==> src/rtl/wb_sram_pkg.sv <==
// Shared types and geometry for the 512x32 Wishbone SRAM controller.
package wb_sram_pkg;
   localparam int RAM_AW    = 9;
   localparam int RAM_DW    = 32;
   localparam int RAM_BYTES = 4;
   localparam logic [RAM_AW-1:0] INIT_LAST = 9'd511;

   typedef enum logic [1:0] {
      ST_CLEAR  = 2'd0,
      ST_IDLE   = 2'd1,
      ST_ACCESS = 2'd2,
      ST_ACK    = 2'd3
   } state_t;
endpackage

==> src/rtl/wb_sram_init_seq.sv <==
// Post-reset clear sequencer: walks every word address once, then latches done.
module wb_sram_init_seq
   import wb_sram_pkg::*;
(
   input  logic              clk_i,
   input  logic              rst_i,
   input  logic              en_i,
   output logic [RAM_AW-1:0] cnt_o,
   output logic              last_o,
   output logic              done_o
);

   logic [RAM_AW-1:0] cnt_q, cnt_d;
   logic              done_q, done_d;

   always_comb begin
      cnt_d  = cnt_q;
      done_d = done_q;
      if (en_i && !done_q) begin
         cnt_d = cnt_q + 1'b1;
         if (cnt_q == INIT_LAST) done_d = 1'b1;
      end
   end

   always_ff @(posedge clk_i or posedge rst_i) begin
      if (rst_i) begin
         cnt_q  <= '0;
         done_q <= 1'b0;
      end else begin
         cnt_q  <= cnt_d;
         done_q <= done_d;
      end
   end

   assign cnt_o  = cnt_q;
   assign last_o = (cnt_q == INIT_LAST);
   assign done_o = done_q;

endmodule

==> src/rtl/wb_sram_512x32_ctrl.sv <==
// Wishbone classic slave for a 512x32 synchronous SRAM with byte writes; one transfer per 3 cycles.
// Define WB_SRAM_INIT_CLEAR_EN to zero the whole array after reset before bus requests are accepted.
module wb_sram_512x32_ctrl
   import wb_sram_pkg::*;
#(
   parameter logic [31:0] BASE_ADDR = 32'h0000_0000
) (
   input  logic                 CLK,
   input  logic                 RST,
   input  logic                 wb_cyc_i,
   input  logic                 wb_stb_i,
   input  logic                 wb_we_i,
   input  logic [RAM_BYTES-1:0] wb_sel_i,
   input  logic [31:0]          wb_adr_i,
   input  logic [RAM_DW-1:0]    wb_dat_i,
   output logic [RAM_DW-1:0]    wb_dat_o,
   output logic                 wb_ack_o,
   output logic                 ram_cen,
   output logic                 ram_gwen,
   output logic [RAM_BYTES-1:0] ram_wen,
   output logic [RAM_AW-1:0]    ram_a,
   output logic [RAM_DW-1:0]    ram_d,
   input  logic [RAM_DW-1:0]    ram_q,
   output logic                 init_done_o
);

`ifdef WB_SRAM_INIT_CLEAR_EN
   localparam state_t RST_STATE = ST_CLEAR;
`else
   localparam state_t RST_STATE = ST_IDLE;
`endif

   state_t                 state_q, state_d;
   logic                   cen_q, cen_d, gwen_q, gwen_d, ack_q, ack_d, rd_q, rd_d;
   logic [RAM_BYTES-1:0]   wen_q, wen_d;
   logic [RAM_AW-1:0]      a_q, a_d;
   logic [RAM_DW-1:0]      d_q, d_d;
   logic                   req;
   logic                   unused_adr;

   assign req        = wb_cyc_i & wb_stb_i & (wb_adr_i[31:11] == BASE_ADDR[31:11]);
   assign unused_adr = ^wb_adr_i[1:0];

`ifdef WB_SRAM_INIT_CLEAR_EN
   logic [RAM_AW-1:0] clr_cnt;
   logic              clr_last, clr_done;

   wb_sram_init_seq u_init_seq (
      .clk_i  (CLK),
      .rst_i  (RST),
      .en_i   (state_q == ST_CLEAR),
      .cnt_o  (clr_cnt),
      .last_o (clr_last),
      .done_o (clr_done)
   );

   assign init_done_o = clr_done;
`else
   assign init_done_o = 1'b1;
`endif

   always_comb begin
      state_d = state_q;
      cen_d   = cen_q;
      gwen_d  = gwen_q;
      wen_d   = wen_q;
      a_d     = a_q;
      d_d     = d_q;
      rd_d    = rd_q;
      ack_d   = 1'b0;
      case (state_q)
`ifdef WB_SRAM_INIT_CLEAR_EN
         ST_CLEAR: begin
            // The final word is still driven for one cycle after leaving CLEAR.
            cen_d  = 1'b0;
            gwen_d = 1'b0;
            wen_d  = '0;
            a_d    = clr_cnt;
            d_d    = '0;
            if (clr_last) state_d = ST_IDLE;
         end
`endif
         ST_IDLE: begin
            cen_d  = 1'b1;
            gwen_d = 1'b1;
            wen_d  = '1;
            if (req) begin
               state_d = ST_ACCESS;
               a_d     = wb_adr_i[10:2];
               d_d     = wb_dat_i;
               cen_d   = 1'b0;
               gwen_d  = ~wb_we_i;
               wen_d   = wb_we_i ? ~wb_sel_i : '1;
               rd_d    = ~wb_we_i;
            end
         end
         ST_ACCESS: begin
            // The SRAM commits this edge regardless; only the ack depends on the master.
            cen_d   = 1'b1;
            gwen_d  = 1'b1;
            wen_d   = '1;
            ack_d   = wb_cyc_i;
            state_d = wb_cyc_i ? ST_ACK : ST_IDLE;
         end
         ST_ACK:  state_d = ST_IDLE;
         default: state_d = ST_IDLE;
      endcase
   end

   always_ff @(posedge CLK or posedge RST) begin
      if (RST) begin
         state_q <= RST_STATE;
         cen_q   <= 1'b1;
         gwen_q  <= 1'b1;
         wen_q   <= '1;
         a_q     <= '0;
         d_q     <= '0;
         ack_q   <= 1'b0;
         rd_q    <= 1'b0;
      end else begin
         state_q <= state_d;
         cen_q   <= cen_d;
         gwen_q  <= gwen_d;
         wen_q   <= wen_d;
         a_q     <= a_d;
         d_q     <= d_d;
         ack_q   <= ack_d;
         rd_q    <= rd_d;
      end
   end

   assign ram_cen  = cen_q;
   assign ram_gwen = gwen_q;
   assign ram_wen  = wen_q;
   assign ram_a    = a_q;
   assign ram_d    = d_q;
   assign wb_ack_o = ack_q;
   assign wb_dat_o = (ack_q && rd_q) ? ram_q : '0;

endmodule

==> config.mk <==
export PLATFORM = sky130hd
export DESIGN_NAME = wb_sram_512x32_ctrl
export DESIGN_NICKNAME = d
export VERILOG_FILES = /design/src/rtl/wb_sram_pkg.sv /design/src/rtl/wb_sram_init_seq.sv /design/src/rtl/wb_sram_512x32_ctrl.sv
export SDC_FILE = /design/constraint.sdc
export NUM_CORES = 1
export LEC_CHECK = 0
export ABC_AREA = 1
export BUFFER_PORTS_ARGS = -buffer_cell sky130_fd_sc_hd__buf_2
export CORE_MARGIN = 2
export CORE_UTILIZATION = 38
export CTS_BUF_LIST = sky130_fd_sc_hd__clkbuf_4
export CTS_CLUSTER_SIZE = 14
export DETAILED_ROUTE_END_ITERATION = 8
export GPL_TIMING_DRIVEN = 0
export PLACE_DENSITY = 0.86
export REMOVE_ABC_BUFFERS = 1
export SLEW_MARGIN = 10
export SYNTH_ARGS = -nofsm -noshare
export SYNTH_HDL_FRONTEND = slang
export SYNTH_SLANG_ARGS = --single-unit
==> constraint.sdc <==
create_clock -name CLK -period 1.5 [get_ports CLK]
set_clock_uncertainty 0.2 [all_clocks]
set_input_delay 0.225 -clock CLK [delete_from_list [all_inputs] [get_ports CLK]]
set_output_delay 0.225 -clock CLK [all_outputs]
set_load 0.005 [all_outputs]
==> flow_summary.toml <==
[sta]
period_share = 1.10
fmax_mhz = 606
layout_min_cycle_time_ns = 1.65
slew_viol_final = 0
whs_ns = 0.104
setup_violations = 76
finalHoldViolations = 0
rsz0062_at_grt = "true"
setup_ws_ns = -0.151

[clock_network]
clockBufferDepth = 2
cts_tree = "done"
insertion_delay_ns = 0.35
htreeDepth = 2
numCtsBuffers = 5
root_buffer = "clkbuf_4"
clkTransAtPathRegs_ns = 0.16
cts.sinks = 51

[synthesis]
synth_edf_count = 0
postSynthCellCount = 336
synth.avg_cell_area_um2 = 7.79
synth_ff_type = "dfrtp_1"
yosysWarningCount = 0
synth_seq_area_share = 0.491
synth_cell_type_count = 20
synth_seq_cells = 51
syn_area_um2 = 2620
async_reset_ff_frac = 1.00

[place]
dp_hpwl_mm = 5.38
dpl_cell_area_um2 = 3490
port_buffers = 182
place_congestion = 0.807

[cells_and_area]
final_nets = 694
fillers = 494
final_cell_area_um2 = 4690
drive_gt1_frac = 0.474
area_delta_synth_final_pct = 78.9
n_antenna_cell = 0

[floorplanning]
dieArea_um2 = 7570
start_util = 0.390
boundaryPins = 186
rows = 30
core_area_um2 = 6720
die_x_um = 87.0
dieHeight_um = 87.0

[route]
drt_iter0_markers = 136
wl_per_cell_um = 15.3
wl_met1_mm = 3.86
vias = 3270
post-route-drc-count = 0
viasPerCell = 4.90
top_layer_used = "met4"
dr.pass1.iters = 6
drt-total-wl_mm = 10.2
ant_nets = 0
wl_met2_mm = 5.25
wl_met3_um = 853

[setup_path]
cpLargestDelayFamily = "flip-flops"
crit_path_max_fanout = 5
ff2ff_path_depth = 6
end_kind = "flip-flop"
cp.arrival_ns = 1.73
worstPathRequired_ns = 1.58
crit_path_frequent_cell = "nand2_1"
critPathSlowestCell = "dfstp_2"
worstSetupPathType = "flip-flop to flip-flop"
start_kind = "flip-flop"
worstPathCellList = "ha_4 > buf_12 > buf_16 > nand4_4 > nand2_1 > nand2_1"
path_depth = 6
slowest_delay_ns = 0.58
path_buf_inv = 2

[grt]
grt_pass1_wl_mm = 15.6
grt_pass1_vias = 3281
antenna_found_initial = 0
gr-total-overflow = 0
grt_max_degree = 44
grt_usage = 0.266

[pwr]
peakVddDrop_uv = 688
p_per_area_nw_per_um2 = 788
p_leak_nw = 2.75

[hold_path]
hold_path_depth = 7
hold_class = "input pin to flip-flop"

[status]
outcome = "finished with violations"
violations = "setup timing"

[job]
maxCapViolations = 0
## worst min-delay path, stage by stage
cell and delay, ns:
buf_2 0.09, nor2_1 0.03, nand3_1 0.05, nor2_1 0.04, nand3_1 0.08, o21ai_2 0.06, nand2_1 0.05
## sequential cells by signal, indices dropped and copies added (netlist names)
register,flops
ram_a,9
ram_cen,1
ram_d,32
ram_gwen,1
ram_wen,4
rd_q,1
state_q,2
wb_ack_o,1
## kinds of logic (layout without fill, tap and decap cells)
family / count (synthesis) / count (layout) / synth area share
other cells: 1 / 1 / 0.00143
flops: 51 / 51 / 0.491
fa+ha+maj: 2 / 2 / 0.00955
compound gates: 3 / 3 / 0.00669
simple gates: 221 / 229 / 0.360
buf+inv: 58 / 302 / 0.131
## report_power, final
part | internal, mW | switching, mW | total, mW
Clock | 0.182 | 0.448 | 0.631
Sequential | 1.43 | 0.0181 | 1.44
Combinational | 0.906 | 0.714 | 1.62
Total | 2.51 | 1.18 | 3.69
## cells in the mapped netlist (2+ instances only)
cell type,number,area share
nand2_1,104,0.15
buf_6,7,0.030
nor2_1,65,0.093
nand3_1,46,0.088
clkbuf_8,2,0.011
nor2_4,3,0.013
clkbuf_1,3,0.0043
dfrtp_1,44,0.42
o21ai_0,2,0.0038
ha_1,2,0.0096
dfstp_2,7,0.070
buf_8,4,0.023
inv_1,40,0.057
## worst paths after layout
path | end | slack [ns] | from
setup reg to reg | ram_a[4] | -0.15 | state_q[0]
hold reg to reg | ram_cen | 0.28 | ram_cen
setup / recovery | ram_a[4] | -0.15 | state_q[0]
max in group asynchronous | ram_d[17] | 0.37 | RST
min in group asynchronous | ram_d[6] | 0.21 | RST
hold / removal | ram_cen | 0.10 | wb_adr_i[29]
## stage by stage
stage          power (mW)   util  instances  setup TNS, ns  setup slack, ns
6_report             3.69  0.697        668          -7.01           -0.151
5_1_grt              3.87  0.697        668         -12.17           -0.236
4_1_cts              3.72  0.684        667          -6.82           -0.165
3_5_place_dp         2.12  0.520        583         -48.65           -0.980
3_3_place_gp         2.01  0.513        581        -118.41            -1.73
2_1_floorplan        1.77      -        319         -48.25           -0.968
## what timing repair did
action                     in CTS  in global routing
setup endpoints to repair      82                 83
buffers inserted               16                  2
hold buffers                   48                  0
gates cloned                   12                  0
hold endpoints to repair       65                  0
pin swaps                      20                 23
gates resized for setup        43                 36
## layer usage
| layer | GRT usage | up-vias |
|---|---|---|
| met1 | 0.307 | 1515 |
| li1 | - | 1548 |
| met5 | 0 | - |
| met3 | 0.0540 | 28 |
| met4 | 0.114 | 0 |
| met2 | 0.475 | 179 |
## placed cells by master (no fill, tap or decap), drive strengths merged
cell type and count:
clkbuf 5, nand4 9, nor2 68, o21bai 1
nand2 105, conb 1, dlygate4sd3 48, o21ai 2
ha 2, clkinv 2, inv 42, buf 205
nand3 47, dfrtp 44, dfstp 7
## area by class of cell
cell class	count	area, um^2	area share
sequential	51	1290	0.275
clock inverter	3	17.5	0.00374
inverter	41	161	0.0344
clock buffer	5	37.5	0.00801
multi-input combinational	235	1310	0.280
tap	80	100	0.0214
timing repair buffer	253	1770	0.378
Power figures use the tool's default switching activity.
